$ cat src/rtl/weight_pattern_gen_pkg.sv
// Shared definitions for the weight pattern generator: FSM states and
// closed-form first/last words of a fixed-popcount sweep.
package weight_pattern_gen_pkg;

    localparam int MAX_WIDTH = 16;

    typedef enum logic {
        IDLE,
        EMIT
    } state_t;

    // k ones packed at the LSB end; a shift of MAX_WIDTH or more yields zero, so k=MAX_WIDTH works
    function automatic logic [MAX_WIDTH-1:0] first_word(input int unsigned k);
        return ~({MAX_WIDTH{1'b1}} << k);
    endfunction

    function automatic logic [MAX_WIDTH-1:0] last_word(input int unsigned k, input int unsigned width);
        return first_word(k) << (width - k);
    endfunction

endpackage

$ cat src/rtl/weight_pattern_gen_gosper.sv
// Combinational Gosper step: next larger word with the same popcount as c_i.
// The divide of the classic formulation is replaced by a shift of tz(lowBit)+2.
module gosper_next #(
    parameter int WIDTH = 8
) (
    input  logic [WIDTH-1:0] c_i,
    output logic [WIDTH-1:0] next_o
);

    localparam int TZW = $clog2(WIDTH + 2);

    logic [WIDTH-1:0] lowBit;
    logic [WIDTH:0]   ripple;
    logic [WIDTH:0]   changed;
    logic [TZW-1:0]   tz;

    assign lowBit  = c_i & (~c_i + 1'b1);
    assign ripple  = {1'b0, c_i} + {1'b0, lowBit};
    assign changed = {1'b0, c_i} ^ ripple;

    // Priority encoder: the last assignment wins, leaving the lowest set bit position
    always_comb begin
        tz = '0;
        for (int i = WIDTH - 1; i >= 0; i--) begin
            if (lowBit[i]) begin
                tz = TZW'(i);
            end
        end
    end

    assign next_o = WIDTH'(ripple | (changed >> (tz + TZW'(2))));

endmodule

$ cat src/rtl/weight_pattern_gen.sv
// Streams every WIDTH-bit word of popcount k in increasing order over a
// valid/ready handshake, one word per accepted beat.
module weight_pattern_gen
    import weight_pattern_gen_pkg::*;
#(
    parameter int WIDTH = 8,
    parameter int IDXW  = 7
) (
    input  logic                         clk,
    input  logic                         rst,
    input  logic                         start,
    input  logic [$clog2(WIDTH+1)-1:0]   weight,
    input  logic                         abort,
    input  logic                         out_ready,
    output logic                         out_valid,
    output logic [WIDTH-1:0]             out_word,
    output logic [IDXW-1:0]              out_index,
    output logic                         out_last,
    output logic                         busy,
    output logic                         err
);

    localparam int KW = $clog2(WIDTH + 1);
    localparam logic [KW-1:0] MAX_K = KW'(WIDTH);

    state_t           state_q;
    logic [WIDTH-1:0] word_q;
    logic [IDXW-1:0]  index_q;
    logic [KW-1:0]    k_q;
    logic             valid_q;
    logic             err_q;

    logic [WIDTH-1:0] nextWord_d;
    logic [WIDTH-1:0] firstWord_d;
    logic [WIDTH-1:0] lastWord_d;
    logic             isLast;

    gosper_next #(.WIDTH(WIDTH)) u_gosper (
        .c_i    (word_q),
        .next_o (nextWord_d)
    );

    assign firstWord_d = WIDTH'(first_word(32'(weight)));
    assign lastWord_d  = WIDTH'(last_word(32'(k_q), WIDTH));
    assign isLast      = (word_q == lastWord_d);

    always_ff @(posedge clk) begin
        if (rst) begin
            state_q <= IDLE;
            word_q  <= '0;
            index_q <= '0;
            k_q     <= '0;
            valid_q <= 1'b0;
            err_q   <= 1'b0;
        end else begin
            err_q <= 1'b0;
            case (state_q)
                IDLE: begin
                    if (start) begin
                        if (weight <= MAX_K) begin
                            k_q     <= weight;
                            word_q  <= firstWord_d;
                            index_q <= '0;
                            valid_q <= 1'b1;
                            state_q <= EMIT;
                        end else begin
                            err_q <= 1'b1;
                        end
                    end
                end
                EMIT: begin
                    // Abort wins over a same-cycle ready, so that beat is dropped
                    if (abort) begin
                        valid_q <= 1'b0;
                        state_q <= IDLE;
                    end else if (out_ready) begin
                        if (isLast) begin
                            valid_q <= 1'b0;
                            state_q <= IDLE;
                        end else begin
                            word_q  <= nextWord_d;
                            index_q <= index_q + 1'b1;
                        end
                    end
                end
                default: begin
                    valid_q <= 1'b0;
                    state_q <= IDLE;
                end
            endcase
        end
    end

    assign out_valid = valid_q;
    assign out_word  = word_q;
    assign out_index = index_q;
    assign out_last  = valid_q && isLast;
    assign busy      = (state_q == EMIT);
    assign err       = err_q;

endmodule

$ cat config.mk
export PLATFORM = sky130hd
export DESIGN_NAME = weight_pattern_gen
export DESIGN_NICKNAME = d
export VERILOG_FILES = /design/src/rtl/weight_pattern_gen_pkg.sv /design/src/rtl/weight_pattern_gen_gosper.sv /design/src/rtl/weight_pattern_gen.sv
export SDC_FILE = /design/constraint.sdc
export NUM_CORES = 1
export LEC_CHECK = 0
export BUFFER_PORTS_ARGS = -buffer_cell sky130_fd_sc_hd__buf_4
export CAP_MARGIN = 20
export CORE_UTILIZATION = 55
export DETAILED_ROUTE_END_ITERATION = 7
export PLACE_DENSITY_LB_ADDON = 0.15
export SYNTH_ARGS = -nofsm -noshare
export SYNTH_HDL_FRONTEND = slang
export SYNTH_SLANG_ARGS = --single-unit
$ cat constraint.sdc
create_clock -name clk -period 4.02 [get_ports clk]
set_input_delay 0.804 -clock clk [delete_from_list [all_inputs] [get_ports clk]]
set_output_delay 0.804 -clock clk [all_outputs]
set_load 0.02 [all_outputs]
# After elaboration in Yosys (flattened, before gate mapping)
# Cells that the tools add are included.
dict set report word_totals {
  ff_bits 22
  output_inout_bits 19
  elab_cells 70
}
dict set report op_classes {
  n_addsub 5
  n_lt_le_gt_ge 1
  n_eq_ne 8
  shift 4
  muxes 33
  bitwise_logic 8
  reduce_logical 5
}
# op n
set ops {}
lappend ops {{$mux 8} 5}
lappend ops {{$mux 7} 5}
lappend ops {{$shl 16x32->8} 1}
lappend ops {{$mux 3} 8}
lappend ops {{$not 16->16} 1}
lappend ops {{$not 8->8} 2}
lappend ops {{$pmux 8 s2} 1}
lappend ops {{$shl 16x4->16 const A} 1}
lappend ops {{$shl 16x4->8 const A} 1}
lappend ops {{$pmux 7 s2} 1}
lappend ops {{$mux 1} 11}
lappend ops {{$ne 2x2->1 const B} 5}
lappend ops {{$add 8x8->9} 1}
lappend ops {{$shr 9x4->8} 1}
lappend ops {{$xor 8x9->9} 1}
lappend ops {{$add 8x1->8 const B} 1}
lappend ops {{$and 8x8->8} 1}
lappend ops {{$eq 8x8->1} 1}
lappend ops {{$or 8x8->8} 1}
lappend ops {{$add 7x1->7 const B} 1}
lappend ops {{$reduce_and 5->1} 1}
lappend ops {{$sub 4x4->5 const A} 1}
lappend ops {{$add 3x2->4 const B} 1}
lappend ops {{$le 4x4->1 const B} 1}
lappend ops {{other kinds (8)} 10}

# Logic depth before layout (Yosys ltp)
dict set report depth {
  word_depth 18
  mapped_depth 15
  mapped_depth_nobuf 13
}

# Cells and area by module
# Synthesis repeated with hierarchy kept, for this count alone.
dict set report hier_totals {
  hier_cells 365
  area_unflattened_um2 2581.2
}
# module n_inst cells_each area_each_um2
set modules_own_cells {}
lappend modules_own_cells {weight_pattern_gen 1 256 1888.1}
lappend modules_own_cells {gosper_next 1 109 693.2}

# Worst setup path before layout
# OpenSTA, ideal clock, no wires.
dict set report synth_path {
  path_kind {flip-flop to output port}
  start {register k_q[0]}
  end {output port out_last}
  t_arrival_ns 3.009
  required_ns 3.216
  setup_slack_ns 0.207
  stages_incl_launch_ff 12
  cell_sequence {dfxtp_1 buf_6 inv_1 ha_1 ha_1 inv_1 o211ai_1 a32o_2 o21bai_1 a211oi_1 nor3_1 nor3_1}
}
dict set report synth_between {
  elab_chain_cells 5
}
# element line_no
set synth_rtl {}
lappend synth_rtl {{start, declared} weight_pattern_gen.sv:29} ;# logic [KW-1:0] k_q;
lappend synth_rtl {{start signal, assigned} weight_pattern_gen.sv:61} ;# k_q <= weight;
lappend synth_rtl {{$shl 16x4->16} weight_pattern_gen_pkg.sv:14} ;# return ~({MAX_WIDTH{1'b1}} << k);
lappend synth_rtl {{$not 16->16} weight_pattern_gen_pkg.sv:14}
lappend synth_rtl {{$shl 16x32->8 (*)} weight_pattern_gen_pkg.sv:18} ;# return first_word(k) << (width - k);
lappend synth_rtl {{$eq 8x8->1 (*)} weight_pattern_gen.sv:45} ;# assign isLast = (word_q == lastWord_d);
lappend synth_rtl {{$logic_and 1x1->1 (*)} weight_pattern_gen.sv:97} ;# assign out_last = valid_q && isLast;
lappend synth_rtl {{end, declared} weight_pattern_gen.sv:18} ;# output logic out_last,
# Every way passes the cells marked *; elsewhere a longest branch is shown, timed or not.

# Worst setup path after layout
# Same ends and word-level chain as after synthesis.

==> metrics.yaml <==
status: "finished, final reports clean"
arrival_ns: 3.02
yosys.area_share.simple: 0.248
rsz0062_at_grt: "false"
mostFrequentLayoutCell: "buf_4"
start_util: 0.587
port_buffers: 27
htreeDepth: 1
tightestPinTransition_ns: 0.622
antenna_found_initial: 0
drtPass1Iterations: 4
track_usage: 0.279
holdWs_ns: 0.508
grt_max_degree: 20
diodes: 0
synth_xor_area_frac: 0.0359
area_delta_synth_final_pct: 11.4
grt-ovfl-total: 0
fin_crit_sh: 0.951
post-route-min-period_ns: 3.82
p_sw_frac: 0.429
vias_per_cell: 6.72
die_h_um: 65.2
io_pins: 28
pwr-share-seq: 0.348
num_vias: 2324
cts_sinks: 22
grt_pass1_vias: 1914
insertion_delay_ns: 0.26
grt_pass1_wl_mm: 9.39
ys_ff_latch: 22
end_kind: "primary output"
crit_fanout: 8
drtIter0Drc: 206
post-place-cells: 341
seq_area_frac_synth: 0.200
drc: 0
p_switching_uw: 339
p_comb_frac: 0.478
cts_tree: "done"
ys_top_cells_by_area: "dfxtp_1 (20%), nor3_1 (4.1%), nor2_1 (3.8%)"
tns_ns: 0
rows: 22
critPathLaunchType: "register"
mostFrequentLayoutCells: "buf_4 (31), nor2_1 (22), dfxtp_1 (19)"
cts_root_buf: "clkbuf_8"
worstSetupPathType: "reg -> out"
syn_nets: 296
worstHoldPathType: "reg -> reg"
synth_largest_area_cell: "dfxtp_1"
synth_fa_ha_area_frac: 0.0336
nNetsFinal: 314
worst_ir_drop_vdd_mv: 0.211
netlist_area_mm2: 0.00220
dp_hpwl_mm: 4.34
wire_per_inst_um: 16.6
drv_cap: 0
synth_top_area_frac: 0.200
setup_violations: 0
numCtsBuffers: 3
cts_buffer_depth: 2
avgSynthCellArea_um2: 7.79
synthMuxAreaShare: 0.0416
cts_hold_buf: 0
p_leak_nw: 0.924
core_mm2: 0.00374
synth_cell_type_count: 67
die_area_mm2: 0.00425
yosysWarnings: 0
p_clk_frac: 0.174
synth_top_family_by_area: "compound AO/OA/AOI/OAI gates"
cts.clk_slew.worst_paths_ns: 0.08
synth_cells: 282
layout.cells.non_filler: 346
critPathRequiredTime_ns: 3.22
die_x_um: 65.2
hold_viol_final: 0
power_density_mw_per_mm2: 322
synthFlopType: "dfxtp_1"
synth_edf_count: 0
skew_ns: 0.00123
layout-drive-gt1-share: 0.215
drv_slew: 0
routed_wl_mm: 5.74
internal_power_uw: 450
fill_cells: 352
async_flop_share: 0
gp_congestion: 0.948
slew_headroom: 0.585
drtAntennaViolNets: 0
synth_compound_area_frac: 0.372
timing.fmax_mhz: 262
power groups by stage:
stage	Sequential (mW)	Combinational [mW]	Clock [mW]
floorplan	0.260	0.288	0
global placement	0.277	0.352	0
detailed placement	0.277	0.354	0
CTS	0.272	0.359	0.138
global route	0.278	0.408	0.152
finish	0.275	0.377	0.137
stage by stage:
| stage | cell area, um^2 | power (mW) | utilization | worst slack, ns |
|---|---|---|---|---|
| floorplan | 2200 | 0.548 | - | 0.207 |
| global placement | 2380 | 0.629 | 0.636 | 0.326 |
| detailed placement | 2380 | 0.631 | 0.636 | 0.259 |
| CTS | 2430 | 0.769 | 0.648 | 0.0161 |
| global route | 2450 | 0.838 | 0.654 | 0.0128 |
| finish | 2450 | 0.789 | 0.654 | 0.199 |
final timing paths:
path | from | to | slack, ns | depth (start not counted)
max | k_q[0] | out_last | 0.20 | 11
min | out_index[0] | out_index[0] | 0.51 | 2
max reg2reg | k_q[0] | out_word[2] | 0.57 | 12
min reg2reg | out_index[0] | out_index[0] | 0.51 | 2
timing repair:
item                       in CTS  in global routing
gates resized for setup         1                  4
hold endpoints to repair        0                  0
setup buffers                   0                  2
setup endpoints to repair       1                  1
pin swaps                       0                  1
layout make-up:
class / instances / area (um^2) / share of cell area
tap: 48 / 60.1 / 0.0245
clock buffer: 3 / 41.3 / 0.0169
sequential: 22 / 444 / 0.181
multi-input combinational: 227 / 1610 / 0.659
timing repair buffer: 31 / 233 / 0.0951
inverter: 15 / 56.3 / 0.0230
cells in the mapped netlist, types with 3 or more instances:
cell,count
a22o_1,3
a21oi_1,15
o211ai_1,6
a21o_1,6
nand3b_1,3
inv_1,15
xnor2_1,6
o21ai_0,15
mux2i_1,8
nand2b_1,6
o21ai_1,3
nor4_1,4
a211oi_1,7
nand4_1,4
a211o_1,3
or3_1,5
and2_1,4
o21a_1,3
xor2_1,3
dfxtp_1,22
a21oi_2,4
nor3_1,18
a31oi_1,8
nand2_1,13
o2111ai_1,3
buf_2,4
nand3_1,3
clkbuf_1,10
a221oi_1,4
ha_1,5
nor2_1,22
state kept, by name, indices dropped and copies added (netlist names):
signal,flops
busy,1
err,1
k_q,4
out_index,7
out_valid,1
out_word,8
metal layers:
metal,vias to the layer above,GRT usage,share of wire
li1,1125,-,-
met1,1076,0.397,0.46
met2,114,0.438,0.46
met3,9,0.0451,0.077
met4,0,0.0571,0.010
met5,-,0,0
kinds of logic (layout without fill, tap and decap cells):
logic type | count (synthesis) | after routing
buf+inv | 33 | 49
xor+xnor | 9 | 9
simple gates | 99 | 99
mux | 9 | 9
flops | 22 | 22
compound gates | 104 | 104
fa+ha+maj | 6 | 6
critical path: stages (launching register included):
cell,delay [ns]
dfxtp_2,0.41
inv_1,0.06
ha_1,0.26
ha_2,0.41
inv_1,0.15
maj3_2,0.32
o21a_1,0.18
o31ai_2,0.21
xnor2_1,0.19
nand4_1,0.17
nor3_1,0.22
buf_4,0.17
Note: power is estimated with default switching activity, not from simulation.
